[config.mk]
export PLATFORM = sky130hd
export DESIGN_NAME = spi_byte_target
export DESIGN_NICKNAME = d
export VERILOG_FILES = /design/src/rtl/spi_byte_target_pkg.sv /design/src/rtl/spi_byte_target_sync_2ff.sv /design/src/rtl/spi_byte_target.sv
export SDC_FILE = /design/constraint.sdc
export NUM_CORES = 1
export LEC_CHECK = 0
export ABC_AREA = 0
export CORE_MARGIN = 3
export CORE_UTILIZATION = 50
export CTS_BUF_LIST = sky130_fd_sc_hd__clkbuf_8
export CTS_CLUSTER_DIAMETER = 120
export CTS_CLUSTER_SIZE = 16
export DETAILED_ROUTE_END_ITERATION = 16
export HOLD_SLACK_MARGIN = 0.06
export PLACE_DENSITY_LB_ADDON = 0.25
export RECOVER_POWER = 50
export SYNTH_ARGS = -nofsm -noshare
export SYNTH_HDL_FRONTEND = slang
export SYNTH_HIERARCHICAL = 1
export SYNTH_SLANG_ARGS = --single-unit
[constraint.sdc]
create_clock -name CLK -period 4 [get_ports CLK]
set_input_delay 0.6 -clock CLK [delete_from_list [all_inputs] [get_ports CLK]]
set_output_delay 0.6 -clock CLK [all_outputs]
set_load 0.005 [all_outputs]
[src/rtl/spi_byte_target_pkg.sv]
// Shared widths and state encoding for the SPI byte target.
package spi_byte_target_pkg;

    localparam int unsigned SPI_BYTE_W   = 8;
    localparam int unsigned SPI_BITCNT_W = 3;

    typedef enum logic [0:0] {
        StIdle   = 1'b0,
        StActive = 1'b1
    } spi_state_e;

endpackage

[src/rtl/spi_byte_target_sync_2ff.sv]
// Two-flop synchroniser for one asynchronous input, with a selectable reset value.
module spi_byte_target_sync_2ff #(
    parameter bit RESET_VAL = 1'b0
) (
    input  logic CLK,
    input  logic RST_N,
    input  logic d,
    output logic q
);

    logic meta;

    // Two-stage capture of the asynchronous pin into the CLK domain.
    always_ff @(posedge CLK or negedge RST_N) begin
        if (!RST_N) begin
            meta <= RESET_VAL;
            q    <= RESET_VAL;
        end else begin
            meta <= d;
            q    <= meta;
        end
    end

endmodule

[src/rtl/spi_byte_target.sv]
// SPI mode-0 target, MSB first, oversampled entirely in the CLK domain.
// Received bytes leave as a one-cycle strobe; transmit bytes come from a
// one-entry valid/ready holding register, falling back to DEFAULT_TX when empty.
module spi_byte_target
    import spi_byte_target_pkg::*;
#(
    parameter logic [SPI_BYTE_W-1:0] DEFAULT_TX = 8'hFF
) (
    input  logic                  CLK,
    input  logic                  RST_N,
    input  logic                  SCK,
    input  logic                  MOSI,
    input  logic                  NORM_CS_N,
    output logic                  MISO,
    output logic [SPI_BYTE_W-1:0] rx_data,
    output logic                  rx_valid,
    input  logic [SPI_BYTE_W-1:0] tx_data,
    input  logic                  tx_valid,
    output logic                  tx_ready,
    output logic                  tx_underrun,
    output logic                  cs_active
);

    logic                    sck_s;
    logic                    sck_d;
    logic                    mosi_s;
    logic                    cs_n_s;
    spi_state_e              state;
    logic [SPI_BITCNT_W-1:0] bit_cnt;
    logic [SPI_BYTE_W-2:0]   rx_shift;
    logic [SPI_BYTE_W-1:0]   rx_next;
    logic [SPI_BYTE_W-1:0]   tx_shift;
    logic [SPI_BYTE_W-1:0]   hold_data;
    logic                    hold_full;
    logic [SPI_BYTE_W-1:0]   load_byte;
    logic                    sck_rise;
    logic                    sck_fall;
    logic                    tx_load;
    logic                    tx_take;

    spi_byte_target_sync_2ff #(.RESET_VAL(1'b0)) u_sync_sck (
        .CLK   (CLK),
        .RST_N (RST_N),
        .d     (SCK),
        .q     (sck_s)
    );

    spi_byte_target_sync_2ff #(.RESET_VAL(1'b0)) u_sync_mosi (
        .CLK   (CLK),
        .RST_N (RST_N),
        .d     (MOSI),
        .q     (mosi_s)
    );

    spi_byte_target_sync_2ff #(.RESET_VAL(1'b1)) u_sync_cs_n (
        .CLK   (CLK),
        .RST_N (RST_N),
        .d     (NORM_CS_N),
        .q     (cs_n_s)
    );

    // Delayed copy of synchronised SCK for edge detection.
    always_ff @(posedge CLK or negedge RST_N) begin
        if (!RST_N) begin
            sck_d <= 1'b0;
        end else begin
            sck_d <= sck_s;
        end
    end

    assign cs_active = ~cs_n_s;
    assign tx_ready  = ~hold_full;
    // tx_shift is zero whenever the FSM is idle, so MISO needs no extra gating.
    assign MISO      = tx_shift[SPI_BYTE_W-1];

    // Edge strobes, byte-load decision and handshake acceptance.
    always_comb begin
        sck_rise  = sck_s & ~sck_d;
        sck_fall  = ~sck_s & sck_d;
        rx_next   = {rx_shift, mosi_s};
        load_byte = hold_full ? hold_data : DEFAULT_TX;
        tx_load   = 1'b0;
        if (state == StIdle) begin
            tx_load = cs_active;
        end else if (cs_active && sck_fall && (bit_cnt == '0)) begin
            tx_load = 1'b1;
        end
        // A load and a transfer in the same cycle: the load sees the empty register.
        tx_take   = tx_valid & ~hold_full;
    end

    // Transmit holding register: filled by the handshake, drained by byte loads.
    always_ff @(posedge CLK or negedge RST_N) begin
        if (!RST_N) begin
            hold_full <= 1'b0;
            hold_data <= '0;
        end else if (tx_load && hold_full) begin
            hold_full <= 1'b0;
        end else if (tx_take) begin
            hold_full <= 1'b1;
            hold_data <= tx_data;
        end
    end

    // Frame FSM with shift registers and registered strobes; CS changes win over SCK edges.
    always_ff @(posedge CLK or negedge RST_N) begin
        if (!RST_N) begin
            state       <= StIdle;
            bit_cnt     <= '0;
            rx_shift    <= '0;
            tx_shift    <= '0;
            rx_data     <= '0;
            rx_valid    <= 1'b0;
            tx_underrun <= 1'b0;
        end else begin
            rx_valid    <= 1'b0;
            tx_underrun <= 1'b0;
            unique case (state)
                StIdle: begin
                    if (cs_active) begin
                        state       <= StActive;
                        bit_cnt     <= '0;
                        tx_shift    <= load_byte;
                        tx_underrun <= ~hold_full;
                    end
                end
                StActive: begin
                    if (!cs_active) begin
                        // Abandon any partial byte; the holding register is untouched.
                        state    <= StIdle;
                        bit_cnt  <= '0;
                        rx_shift <= '0;
                        tx_shift <= '0;
                    end else if (sck_rise) begin
                        rx_shift <= rx_next[SPI_BYTE_W-2:0];
                        bit_cnt  <= bit_cnt + 1'b1;
                        if (bit_cnt == '1) begin
                            rx_data  <= rx_next;
                            rx_valid <= 1'b1;
                        end
                    end else if (sck_fall) begin
                        if (bit_cnt != '0) begin
                            tx_shift <= {tx_shift[SPI_BYTE_W-2:0], 1'b0};
                        end else begin
                            tx_shift    <= load_byte;
                            tx_underrun <= ~hold_full;
                        end
                    end
                end
                default: state <= StIdle;
            endcase
        end
    end

endmodule

== Yosys cells after proc, flatten, opt, wreduce, memory -nomap -nowiden ==
Index checks and enable logic that the tools add are counted.
Operators by class
  add/sub/neg operators: 1
  multiply operators: 0
  divide/modulo/power cells: 0
  magnitude comparators: 0
  equality and inequality tests: 5
  shift-type cells: 0
  mux-type cells: 28
  bitwise logic cells: 9
  reductions and logical operators: 12
Operators with widths (number)
  8-bit 2-to-1 mux: 6
  8-bit case mux with 2 select lines: 1
  1-bit 2-to-1 mux: 14
  7-bit 2-to-1 mux: 2
  3-bit 2-to-1 mux: 3
  3-bit by 1-bit inequality test with 1-bit output (second input constant): 2
  1-bit inverter: 6
  3-bit case mux with 2 select lines: 1
  2-bit AND reduction: 3
  4-bit AND reduction: 1
  2-bit nonzero test: 2
  3-bit by 1-bit adder with 3-bit output (second input constant): 1
  1-bit bitwise AND: 3
  3-bit equality test (second input constant): 1
  1-bit logical AND: 3
  3-bit logical NOT: 1
  3-bit by 2-bit inequality test with 1-bit output (second input constant): 1
  3-bit AND reduction: 1
  3-bit nonzero test: 1
  2-bit inequality test (second input constant): 1
  1-bit case mux with 2 select lines: 1
Storage, ports and cells
  register bits: 45
  bits in latches: 0
  memory bits (writable): 0
  ROM bits: 0
  bits of input ports: 14
  output and inout port bits: 13
  word-level logic and storage cells: 71
  memories: 0

== Longest topological paths before layout ==
Gate-level depths: netlist of the first run.
  depth in word-level cells: 9
  mapped depth: 6
  mapped depth without buffers: 6

== Hierarchy ==
The synthesis of the first run kept the hierarchy.
By module, submodules not included
  spi_byte_target: instances 1, cells each 142, area an instance 1707.9 µm², sequential area each 975.9 µm²
  spi_byte_target_sync_2ff at u_sync_mosi ...: instances 2, cells each 2, area an instance 50.0 µm², sequential area each 50.0 µm²
  spi_byte_target_sync_2ff at u_sync_cs_n: instances 1, cells each 2, area an instance 52.6 µm², sequential area each 52.6 µm²

== Worst setup path after synthesis of the first run ==
Ideal clock, no wire load.
  path type: input-to-reg
  start point: in tx_valid
  end point: reg hold_data[3]
  library setup time: 125 ps
  arrival: 1362 ps
  data required time: 3875 ps
  setup slack: 2513 ps
  stages: 3
  buffers on the path: 1
  cells stage by stage: nor2b_1 clkbuf_1 mux2_2
On the way
  cells in the longest elaborated chain, start to end: 2
Ends and longest elaborated chain
  start: declaration: RTL line spi_byte_target.sv:18  | input logic tx_valid,
  1-bit bitwise AND: RTL line spi_byte_target.sv:89  | tx_take = tx_valid & ~hold_full;
  2-bit AND reduction (no source line)
  end signal: assignment: RTL line spi_byte_target.sv:101  | hold_data <= tx_data;
  end: declaration: RTL line spi_byte_target.sv:33  | logic [SPI_BYTE_W-1:0] hold_data;
Every way passes these cells.
A chain may end at the register's enable or synchronous reset.

==> flow_summary.ini, run 1 <==
[outcome]
status = complete, but fails checks
violations = capacitance limit, slew limit

[clock_network]
cts_root_buffer = clkbuf_8
cts.path.max_buffers = 2
ctsHoldBuffers = 0
insertion_delay_ns = 0.30
clk_pin_slew_worst_paths_ns = 0.08
cts_max_level = 2
cts.sinks = 45
cts_buffers = 5
cts_tree = done
post-cts-setup-buffers = 0
cts_resized = 0

[setup_path]
path_cells = clkbuf_1
crit_family = buffers and inverters
critPathMaxStageDelay_ns = 1.61
crit_path_start_kind = input pin
cp_slowest_cell = clkbuf_1
critPathBufInv = 1
cp.arrival_ns = 2.23
crit_required_ns = 3.94
crit_fanout = 45
crit_path_end_kind = async pin
crit_type = input pin to async pin

[timing]
fin_crit_ns = 2.287
grt_setup_unrepaired = no
clock.fmax_mhz = 437.2
hold_slack_ns = 0.3503
worstMarginPinSlew_ns = 2.301
finClkSkew_ns = 0.005161
finalSetupViolations = 0
hold_viol = 0
totalNegativeSetupSlack_ns = 0
relSlewSlack = -0.5337
finalMaxSlewViolations = 46
finalCritPeriodShare = 0.5718

[yosys]
avgSynthCellArea_um2 = 12.57
synth_top_area_share = 0.5783
netlist_top_cells_area = dfrtp_1, mux2_4, mux2_2, a22oi_1, dfstp_2
syn_nets = 165
synthCells = 148
seq_area_frac_synth = 0.6066
yosysWarnings = 6
syn_area_um2 = 1861
synth.distinct_cells = 31
synth_seq_cells = 45
synth_top_cell_by_area = dfrtp_1

[cells_and_area]
fillers = 295
fin_nets = 191
mostFrequentLayoutCells = dfrtp_1, clkdlybuf4s50_1, inv_1
syn2layout_area_growth_pct = 19.84
multiInputGateArea_um2 = 640.6
mostFrequentLayoutCell = dfrtp_1
ff_latch_area_um2 = 1129
finalCoreUtilization = 0.6429
drive_above_1_share = 0.1494
antenna_cells = 0

[die]
die_x_um = 67
io_pins = 27
initial_core_util = 0.5364
rows = 21
die_height_um = 67
core_um2 = 3468
die_area_um2 = 4489

[grt]
overflow = 0
antenna_found_initial = 0
grt_pass1_vias = 1201
grt_pass1_wl_um = 5278
grtUsageTotal = 0.1615
grt_max_degree = 46

[detailed_routing]
drt-initial-drc-count = 66
viasPerCell = 5.291
drc = 0
firstDrtPassIters = 4
ant_nets = 0
vias = 1164
routedWlPerCell_um = 14.11
routed_wl_um = 3104

[job]
maxCapViolCount = 1

[place]
gp_congestion = 0.7758
io_buffer_count = 26
dp_hpwl_um = 2219

[power_and_ir_drop]
p_total_mw = 1.016
ir_drop_v = 0.0002754
leakage_nw = 0.9513
cellPowerDensity_nw_per_um2 = 455.6

[worst_hold_path]
min_path_type = register to register
-- state kept, by name, indices dropped and copies added (netlist names) --
signal / flops
tx_underrun: 1
rx_data: 8
u_sync_sck/q: 1
state: 1
sck_d: 1
rx_shift: 7
u_sync_mosi/meta: 1
hold_data: 8
u_sync_mosi/q: 1
bit_cnt: 3
hold_full: 1
u_sync_cs_n/q: 1
u_sync_cs_n/meta: 1
rx_valid: 1
tx_shift: 8
u_sync_sck/meta: 1
-- routing by layer --
layer / GRT usage / wire length (µm)
met2: 0.2822 / 1596
met1: 0.1743 / 1276
met5: 0 / 0
met4: 0.06076 / 49
met3: 0.06239 / 182
-- path summary, 6_finish.rpt --
| check | start | to | slack [ns] | cells past startpoint |
|---|---|---|---|---|
| max | RST_N | hold_data[3] | 1.71 | 1 |
| min | u_sync_sck/meta | u_sync_sck/q | 0.35 | 0 |
| max reg2reg | state | rx_data[2] | 2.20 | 3 |
| min reg2reg | u_sync_sck/meta | u_sync_sck/q | 0.35 | 0 |
| max in group CLK | u_sync_cs_n/q | cs_active | 1.78 | 2 |
| min in group asynchronous | RST_N | rx_data[4] | 0.99 | 1 |
-- kinds of logic (layout without fill, tap and decap cells) --
family                   Yosys count  count (layout)  share of synthesized area
flip-flops                        45              45                     0.6066
AO/OA/AOI/OAI                     37              37                     0.1291
AND/OR/NAND/NOR                   27              27                    0.07734
buffers and inverters             19              45                    0.04774
multiplexers                      17              17                     0.1190
adder cells (fa/ha/maj)            3               3                    0.02018
-- cell type report --
cell class	count	area share
inverters	12	0.02020
well taps	46	0.02581
clock inverters	2	0.01571
flip-flops and latches	45	0.5062
repair buffers	26	0.1139
clock buffers	5	0.03086
multi-input cells	84	0.2873
-- report_power, final --
part,internal (mW),switching (mW)
Clock,0.181,0.147
Combinational,0.0709,0.0598
Sequential,0.518,0.0385
Total,0.770,0.245
-- Yosys cell counts --
master    number
a22oi_1        7
inv_1         11
o21bai_1       1
and2_1         1
o211ai_1       1
mux2_4         8
a21oi_1        1
a31oi_1        7
and3_4         1
inv_2          1
clkbuf_1       3
nor2b_1        3
a21bo_2        1
o21ai_0        7
nand2b_1       3
dfrtp_1       43
a22o_1         2
nor2b_4        1
o22ai_1        7
mux2_2         6
buf_2          2
ha_1           3
nor2_1         8
o21ai_1        2
dfstp_2        2
o21a_1         1
and2_4         1
mux2_1         3
nand2_1        8
and3_1         1
buf_6          2
-- through the flow --
step	worst slack, ns	instances	cell area (µm²)
final	1.713	220	2230
after global routing	1.157	220	2230
after CTS	1.907	220	2233
after detailed placement	1.837	213	2130
after global placement	1.917	213	2130
after floorplan	2.513	148	1861
Note: power is estimated with default switching activity, not from simulation.
==> run 2, diff against run 1 <==
clock period = 2.3 ns   (was 4 ns; I/O delays follow)
==> flow_summary.ini, run 2 (synthesis results as in run 1) <==
[outcome]
status = completed

[clock_network]
post-cts-setup-buffers = 0
insertion_delay_ns = 0.30
cts_buffers = 5
cts_tree = done
cts_root_buffer = clkbuf_8
cts.sinks = 45
clk_pin_slew_worst_paths_ns = 0.08
ctsHoldBuffers = 0
cts_max_level = 2
cts.path.max_buffers = 2
cts_resized = 0

[power_and_ir_drop]
ir_drop_v = 0.0005441
leakage_nw = 0.9766
cellPowerDensity_nw_per_um2 = 837.2

[detailed_routing]
drt-initial-drc-count = 36
viasPerCell = 5.353
routedWlPerCell_um = 13.92
vias = 1199
ant_nets = 0
routed_wl_um = 3118
firstDrtPassIters = 4
drc = 0

[timing]
worst_slack_ns = 0.4593
fin_crit_ns = 1.841
relSlewSlack = 0.03017
hold_viol = 0
finalCritPeriodShare = 0.8003
totalNegativeSetupSlack_ns = 0
finalSetupViolations = 0
grt_setup_unrepaired = no
worstMarginPinSlew_ns = 1.455
finClkSkew_ns = 0.008213
finalMaxSlewViolations = 0
clock.fmax_mhz = 543.3

[worst_hold_path]
hold_end = u_sync_sck/q
min-delay-start = u_sync_sck/meta
hold_path_depth = 0
min_path_type = register to register

[die]
die_x_um = 67
initial_core_util = 0.5364
die_height_um = 67
io_pins = 27
die_area_um2 = 4489
rows = 21
core_um2 = 3468

[grt]
grt_max_degree = 30
grt_pass1_vias = 1191
grt_pass1_wl_um = 5402
overflow = 0
antenna_found_initial = 0
grtUsageTotal = 0.1651

[setup_path]
crit_type = register to primary output
r2r_setup_slack_ns = 0.70
cp.arrival_ns = 1.50
crit_fanout = 11
r2r-end = rx_data[4]
reg2reg_depth = 3
crit_path_end_kind = primary output
crit_required_ns = 1.96
crit_path_start_kind = register
rr_startpoint = state

[cells_and_area]
drive_above_1_share = 0.1685
finalCoreUtilization = 0.6576
fin_nets = 194
mostFrequentLayoutCell = dfrtp_1
syn2layout_area_growth_pct = 22.60
fillers = 288
ff_latch_area_um2 = 1129
reg.largest.list = hold_data x8, rx_data x8, tx_shift x8
mostFrequentLayoutCells = dfrtp_1, clkdlybuf4s50_1, inv_1
antenna_cells = 0
multiInputGateArea_um2 = 643.1

[job]
maxCapViolCount = 0

[place]
io_buffer_count = 26
gp_congestion = 0.8119
dp_hpwl_um = 2279
dpl_worst_slack_ns = 0.7103
[run 2: changes by cell type in the layout (fill, tap and decap cells not counted)]
cell | before | now
bufinv_16 | 1 | 2
and2_4 | 0 | 1
clkbuf_1 | 1 | 3
inv_6 | 0 | 1
dfstp_1 | 1 | 0
clkinv_2 | 1 | 0
buf_4 | 0 | 1
dfstp_2 | 1 | 2
and2_0 | 1 | 0
[run 2: critical path: stages, from the launching register on]
cell and delay [ns]:
dfstp_2 0.64, inv_2 0.09, clkdlybuf4s50_1 0.46
[run 2: per-layer routing]
metal | vias to the layer above | wire, µm | global-route usage
li1 | 569 | - | -
met1 | 587 | 1256 | 0.1819
met3 | 11 | 163 | 0.04047
met5 | - | 0 | 0
met2 | 32 | 1596 | 0.2761
met4 | 0 | 101 | 0.1139
[run 2: worst max-delay path by stage]
stage | start | to | cells after the start
floorplan | u_sync_sck/q | rx_data[0] | 6
global placement | tx_valid | hold_data[3] | 4
detailed placement | u_sync_cs_n/q | tx_shift[0] | 4
CTS | u_sync_cs_n/q | cs_active | 2
global route | u_sync_cs_n/q | cs_active | 2
finish | u_sync_cs_n/q | cs_active | 2
[run 2: power by group]
part | leakage (nW) | switching, mW | internal (mW)
Combinational | 0.345 | 0.105 | 0.128
Clock | 0.0687 | 0.272 | 0.437
Sequential | 0.563 | 0.0666 | 0.901
[run 2: through the flow]
stage / cells / hold slack [ns] / instance area, µm² / total power, mW
2_1_floorplan: 148 / 0.04941 / 1861 / 1.116
4_1_cts: 224 / 0.06090 / 2290 / 1.934
5_1_grt: 224 / 0.3704 / 2281 / 2.001
3_5_place_dp: 216 / 0.3436 / 2152 / 1.225
3_3_place_gp: 216 / 0.3362 / 2152 / 1.206
6_report: 224 / 0.3597 / 2281 / 1.910
[run 2: final cells by class]
| cell class | instances | share of cell area |
|---|---|---|
| multi-input cells | 84 | 0.2820 |
| inverters | 12 | 0.01975 |
| repair buffers | 29 | 0.1179 |
| well taps | 46 | 0.02523 |
| clock buffers | 5 | 0.03017 |
| flip-flops and latches | 45 | 0.4948 |
| clock inverters | 3 | 0.03017 |
